<file path="src/rtl/fd_sched_pkg.sv">
// Shared sizing and FSM encoding for the fetch/decode issue scheduler.
package fd_sched_pkg;

    localparam int unsigned SLOTS   = 8;
    localparam int unsigned ISSUE_W = 4;
    localparam int unsigned SLOT_W  = 3;

    typedef enum logic {
        StEmpty,
        StHold
    } state_e;

endpackage

</file>
<file path="src/rtl/fd_issue_sched_slot_picker.sv">
// Lowest-set-bit slot selection: port k takes the (k+1)-th lowest pending slot.
module slot_picker import fd_sched_pkg::*; #(
    parameter int unsigned SLOTS   = fd_sched_pkg::SLOTS,
    parameter int unsigned ISSUE_W = fd_sched_pkg::ISSUE_W
) (
    input  logic [SLOTS-1:0]                  mask,
    input  logic [2:0]                        budget,
    output logic [ISSUE_W-1:0]                port_valid,
    output logic [ISSUE_W-1:0][SLOT_W-1:0]    port_slot,
    output logic [SLOTS-1:0]                  issued
);

    logic [SLOTS-1:0] rem;
    logic             found;

    always_comb begin
        rem        = mask;
        issued     = '0;
        port_valid = '0;
        port_slot  = '0;
        found      = 1'b0;
        for (int k = 0; k < int'(ISSUE_W); k++) begin
            found = 1'b0;
            if (k < int'(budget)) begin
                for (int s = 0; s < int'(SLOTS); s++) begin
                    if (!found && rem[s]) begin
                        found         = 1'b1;
                        port_valid[k] = 1'b1;
                        port_slot[k]  = SLOT_W'(s);
                        rem[s]        = 1'b0;
                        issued[s]     = 1'b1;
                    end
                end
            end
        end
    end

endmodule

</file>
<file path="src/rtl/fd_issue_sched.sv">
// Holds one fetch bundle as a pending-slot mask and issues it to decode ports,
// loading the next bundle back-to-back when the current one fully drains.
module fd_issue_sched import fd_sched_pkg::*; #(
    parameter int unsigned SLOTS   = fd_sched_pkg::SLOTS,
    parameter int unsigned ISSUE_W = fd_sched_pkg::ISSUE_W
) (
    input  logic                              clk,
    input  logic                              CLR,
    input  logic                              bundle_valid,
    input  logic [SLOTS-1:0]                  bundle_mask,
    input  logic [2:0]                        issue_budget,
    input  logic                              flush,
    output logic                              fd_load,
    output logic                              fd_clr,
    output logic                              fetch_stall,
    output logic [ISSUE_W-1:0]                port_valid,
    output logic [ISSUE_W-1:0][SLOT_W-1:0]    port_slot,
    output logic [15:0]                       stall_cnt
);

    state_e                           state_q, state_d;
    logic [SLOTS-1:0]                 mask_q, mask_d;
    logic [SLOTS-1:0]                 remain;
    logic [SLOTS-1:0]                 pick_issued;
    logic [ISSUE_W-1:0]               pick_valid;
    logic [ISSUE_W-1:0][SLOT_W-1:0]   pick_slot;
    logic [2:0]                       budget_c;
    logic                             issue_ok;
    logic                             want_load;
    logic [15:0]                      stall_cnt_q;

    assign budget_c  = (issue_budget > 3'(ISSUE_W)) ? 3'(ISSUE_W) : issue_budget;
    assign stall_cnt = stall_cnt_q;

    slot_picker #(
        .SLOTS   (SLOTS),
        .ISSUE_W (ISSUE_W)
    ) u_picker (
        .mask       (mask_q),
        .budget     (budget_c),
        .port_valid (pick_valid),
        .port_slot  (pick_slot),
        .issued     (pick_issued)
    );

    always_comb begin
        port_valid  = '0;
        port_slot   = '0;
        fd_load     = 1'b0;
        fetch_stall = 1'b0;
        fd_clr      = CLR | flush;
        mask_d      = mask_q;
        state_d     = state_q;
        remain      = mask_q;
        issue_ok    = !CLR && !flush && (state_q == StHold);
        want_load   = bundle_valid && (|bundle_mask) && !CLR && !flush;

        if (issue_ok) begin
            port_valid = pick_valid;
            port_slot  = pick_slot;
            remain     = mask_q & ~pick_issued;
        end

        // A bundle may load only into an empty holder or one this cycle's issue empties.
        if (want_load) begin
            if ((state_q == StEmpty) || (remain == '0)) begin
                fd_load = 1'b1;
            end else begin
                fetch_stall = 1'b1;
            end
        end

        unique case (state_q)
            StEmpty: begin
                if (fd_load) begin
                    state_d = StHold;
                    mask_d  = bundle_mask;
                end
            end
            StHold: begin
                if (fd_load) begin
                    mask_d = bundle_mask;
                end else if (remain == '0) begin
                    state_d = StEmpty;
                    mask_d  = '0;
                end else begin
                    mask_d = remain;
                end
            end
            default: begin
                state_d = StEmpty;
                mask_d  = '0;
            end
        endcase

        if (CLR || flush) begin
            state_d = StEmpty;
            mask_d  = '0;
        end
    end

    always_ff @(posedge clk) begin
        if (CLR) begin
            state_q     <= StEmpty;
            mask_q      <= '0;
            stall_cnt_q <= '0;
        end else begin
            state_q <= state_d;
            mask_q  <= mask_d;
            if (fetch_stall && (stall_cnt_q != 16'hFFFF)) begin
                stall_cnt_q <= stall_cnt_q + 16'd1;
            end
        end
    end

endmodule

</file>
<file path="config.mk">
export PLATFORM = sky130hd
export DESIGN_NAME = fd_issue_sched
export DESIGN_NICKNAME = d
export VERILOG_FILES = /design/src/rtl/fd_sched_pkg.sv /design/src/rtl/fd_issue_sched_slot_picker.sv /design/src/rtl/fd_issue_sched.sv
export SDC_FILE = /design/constraint.sdc
export NUM_CORES = 1
export LEC_CHECK = 0
export BUFFER_PORTS_ARGS = -buffer_cell sky130_fd_sc_hd__buf_4
export CAP_MARGIN = 20
export CORE_MARGIN = 2
export CORE_UTILIZATION = 35
export CTS_BUF_LIST = sky130_fd_sc_hd__clkbuf_2
export DETAILED_ROUTE_END_ITERATION = 10
export RECOVER_POWER = 100
export SLEW_MARGIN = 15
export SYNTH_ARGS = -nofsm -noshare
export SYNTH_HDL_FRONTEND = slang
export SYNTH_HIERARCHICAL = 1
export SYNTH_SLANG_ARGS = --single-unit
</file>
<file path="constraint.sdc">
create_clock -name clk -period 10.3 [get_ports clk]
set_input_delay 2.06 -clock clk [delete_from_list [all_inputs] [get_ports clk]]
set_output_delay 2.06 -clock clk [all_outputs]
set_load 0.05 [all_outputs]
</file>
==> impl_metrics.ini <==
[floorplanning]
boundaryPins = 50
die_w_um = 94.2
die-area_um2 = 8870
core_area_um2 = 7810
rows = 32
dieHeight_um = 94.2
start_util = 0.364

[placement]
dp_hpwl_mm = 6.69
dp.cells = 515
gp_congestion = 0.955
io_buffers = 49
pre_cts_slack_ns = 1.86

[critical_path]
crit_required_ns = 8.24
criticalPathCategory = in -> out
start_kind = input pin
endpoint_kind = output pin
path_max_fanout = 17
arrival_ns = 7.01

[synthesis]
yosys.area_share.simple = 0.356
synth-compound-area-share = 0.325
synth_top_family_by_area = simple AND/OR/NAND/NOR gates
yosysMostFrequentCell = nor2_1
ys_top_cells_by_count = 42 x nor2_1, 29 x nand2_1, 28 x a21oi_1, 25 x dfxtp_1, 19 x and3_1
netlist_top_cells_area = dfxtp_1 18%, nor2_1 5.5%, a21oi_1 4.9%
synthCells = 394
ys_seq_area_frac = 0.176
synth_cell_types = 76
yosysTopAreaCell = dfxtp_1
synth_edf_count = 0
syn_area_um2 = 2850
ys.warnings.count = 6
ys.flop_type = dfxtp_1
avgSynthCellArea_um2 = 7.22
yosys.area_share.xor_xnor = 0.0123
synthMuxAreaShare = 0.0369
synthAdderAreaFrac = 0.0150
yosys.area.top_type_share = 0.176
synth_seq_cells = 25
syn-num-nets = 410
async_reset_ff_frac = 0

[finish]
nFillCells = 871
syn2layout_area_growth_pct = 7.70
final_nets = 434
drive_gt1_frac = 0.0959
stdcell_count = 519
num_antenna_cells = 0
postLayoutCoreUtil = 0.392

[clock_network]
postCtsSetupBuffers = 0
clkTransAtPathRegs_ns = 0.28
cts_sinks = 25
numCtsBuffers = 3
clk_root_buffer_cell = clkbuf_2
cts_hold_buf = 0
cts_tree = built
cts_max_level = 1
clk_path_buf_depth = 2
cts_resized = 0
clock_latency_ns = 0.39

[power]
ir_drop_mv = 0.0499
leakage_nw = 1.03
power_density_nw_per_um2 = 77.0

[drt]
antenna_left = 0
drt_iter0_markers = 347
wl_per_cell_um = 17.4
num_vias = 3221
drc = 0
via_per_inst = 6.21
routed_wl_mm = 9.02
dr.pass1.iters = 5

[grt]
grt_max_degree = 29
grt_usage = 0.202
grt_pass1_wl_mm = 14.5
grt_pass1_vias = 2863
antenna_found_initial = 0
gr-total-overflow = 0

[sta]
slew_headroom = -0.00448
fin_crit_sh = 0.880
rsz0062_at_grt = no
clock.fmax_ghz = 0.110
hold_viol = 0
slew_violations = 1
setup_tns_ns = 0
skew_ns = 0.0179
worst_slew_pin_slew_ns = 1.50
setup_viol = 0
finalWorstSetupSlack_ns = 1.23
layout_min_cycle_time_ns = 9.07

[worst_hold_path]
hp-class = reg -> reg

[run]
maxCapViolCount = 1

[run_status]
status = complete, but fails checks
violations = max-capacitance violations, max-slew violations
-- stage by stage --
stage / cell area [um2] / hold slack (ns) / power (mW)
CTS: 3200 / 0.543 / 0.237
detailed placement: 3180 / 0.506 / 0.194
global placement: 3180 / 0.501 / 0.194
global route: 3060 / 0.571 / 0.249
floorplan: 2850 / 0.513 / 0.177
finish: 3060 / 0.537 / 0.236
-- report_power, final --
group	switching [mW]	total [mW]	internal, mW
Clock	0.0343	0.0433	0.00899
Sequential	0.00894	0.108	0.0988
Combinational	0.0552	0.0848	0.0296
Total	0.0984	0.236	0.137
-- routing by layer --
metal	vias to the layer above	GRT usage	wire length [um]
met3	14	0.0385	707
met2	141	0.296	3920
met1	1511	0.302	4260
met5	-	0	0
met4	0	0.0459	133
li1	1555	-	-
-- flip-flops by register name (all words and copies together) (netlist names) --
name and flops:
stall_cnt 16, mask_q 8, state_q 1
-- critical path: stages --
cell      delay [ns]
buf_4           0.18
nor2b_1         0.07
buf_4           0.19
nor3_1          1.19
o32ai_2         0.20
a21oi_1         0.34
o31ai_1         0.23
nand2b_1        0.28
nor4b_1         0.40
nand3b_1        0.18
or4bb_1         0.48
a222oi_1        0.49
nand3_1         0.28
and3_1          0.26
buf_4           0.18
-- kinds of logic (layout without fill, tap and decap cells) --
logic type | after synthesis | count (layout)
and+or+nand+nor | 181 | 181
AOI/OAI and AO/OA | 126 | 126
buffers and inverters | 44 | 67
DFF | 25 | 25
muxes | 10 | 10
adders and majority gates | 4 | 4
xor gates and xnor gates | 4 | 4
-- cell usage in the layout (no fill, tap or decap), types with 4 or more instances in the layout --
cell and count:
clkbuf_1 29, nor4_1 8, nand2b_1 5, nand3_1 14
a211oi_1 5, nand2_1 29, o21ai_0 13, o41ai_1 4
dfxtp_1 25, o21ai_1 5, xnor2_1 4, buf_4 22
o31ai_1 6, nor3_1 16, or4bb_1 8, o311ai_0 4
o2bb2ai_1 5, or2_1 4, mux2_1 4, nor2b_1 9
nor2_1 43, nand4_1 4, and3_1 19, a22oi_1 8
inv_1 11, mux2i_1 6, a21oi_1 29
-- cell type report --
class,instances,area [um2],area share
Multi-Input combinational cell,325,2090,0.684
Sequential cell,25,500,0.163
Timing Repair Buffer,51,274,0.0894
Tap cell,102,128,0.0416
Inverter,12,45.0,0.0147
Clock buffer,3,15.0,0.00490
Clock inverter,1,7.51,0.00245
-- worst paths after layout --
path	start	end	slack (ns)	cells past startpoint
worst max register to register	mask_q[3]	stall_cnt[9]	5.11	12
worst min-delay path	stall_cnt[7]	stall_cnt[7]	0.54	2
worst min register to register	stall_cnt[7]	stall_cnt[7]	0.54	2
worst max-delay path	issue_budget[2]	fetch_stall	1.23	15
Note: power is estimated with default switching activity, not from simulation.
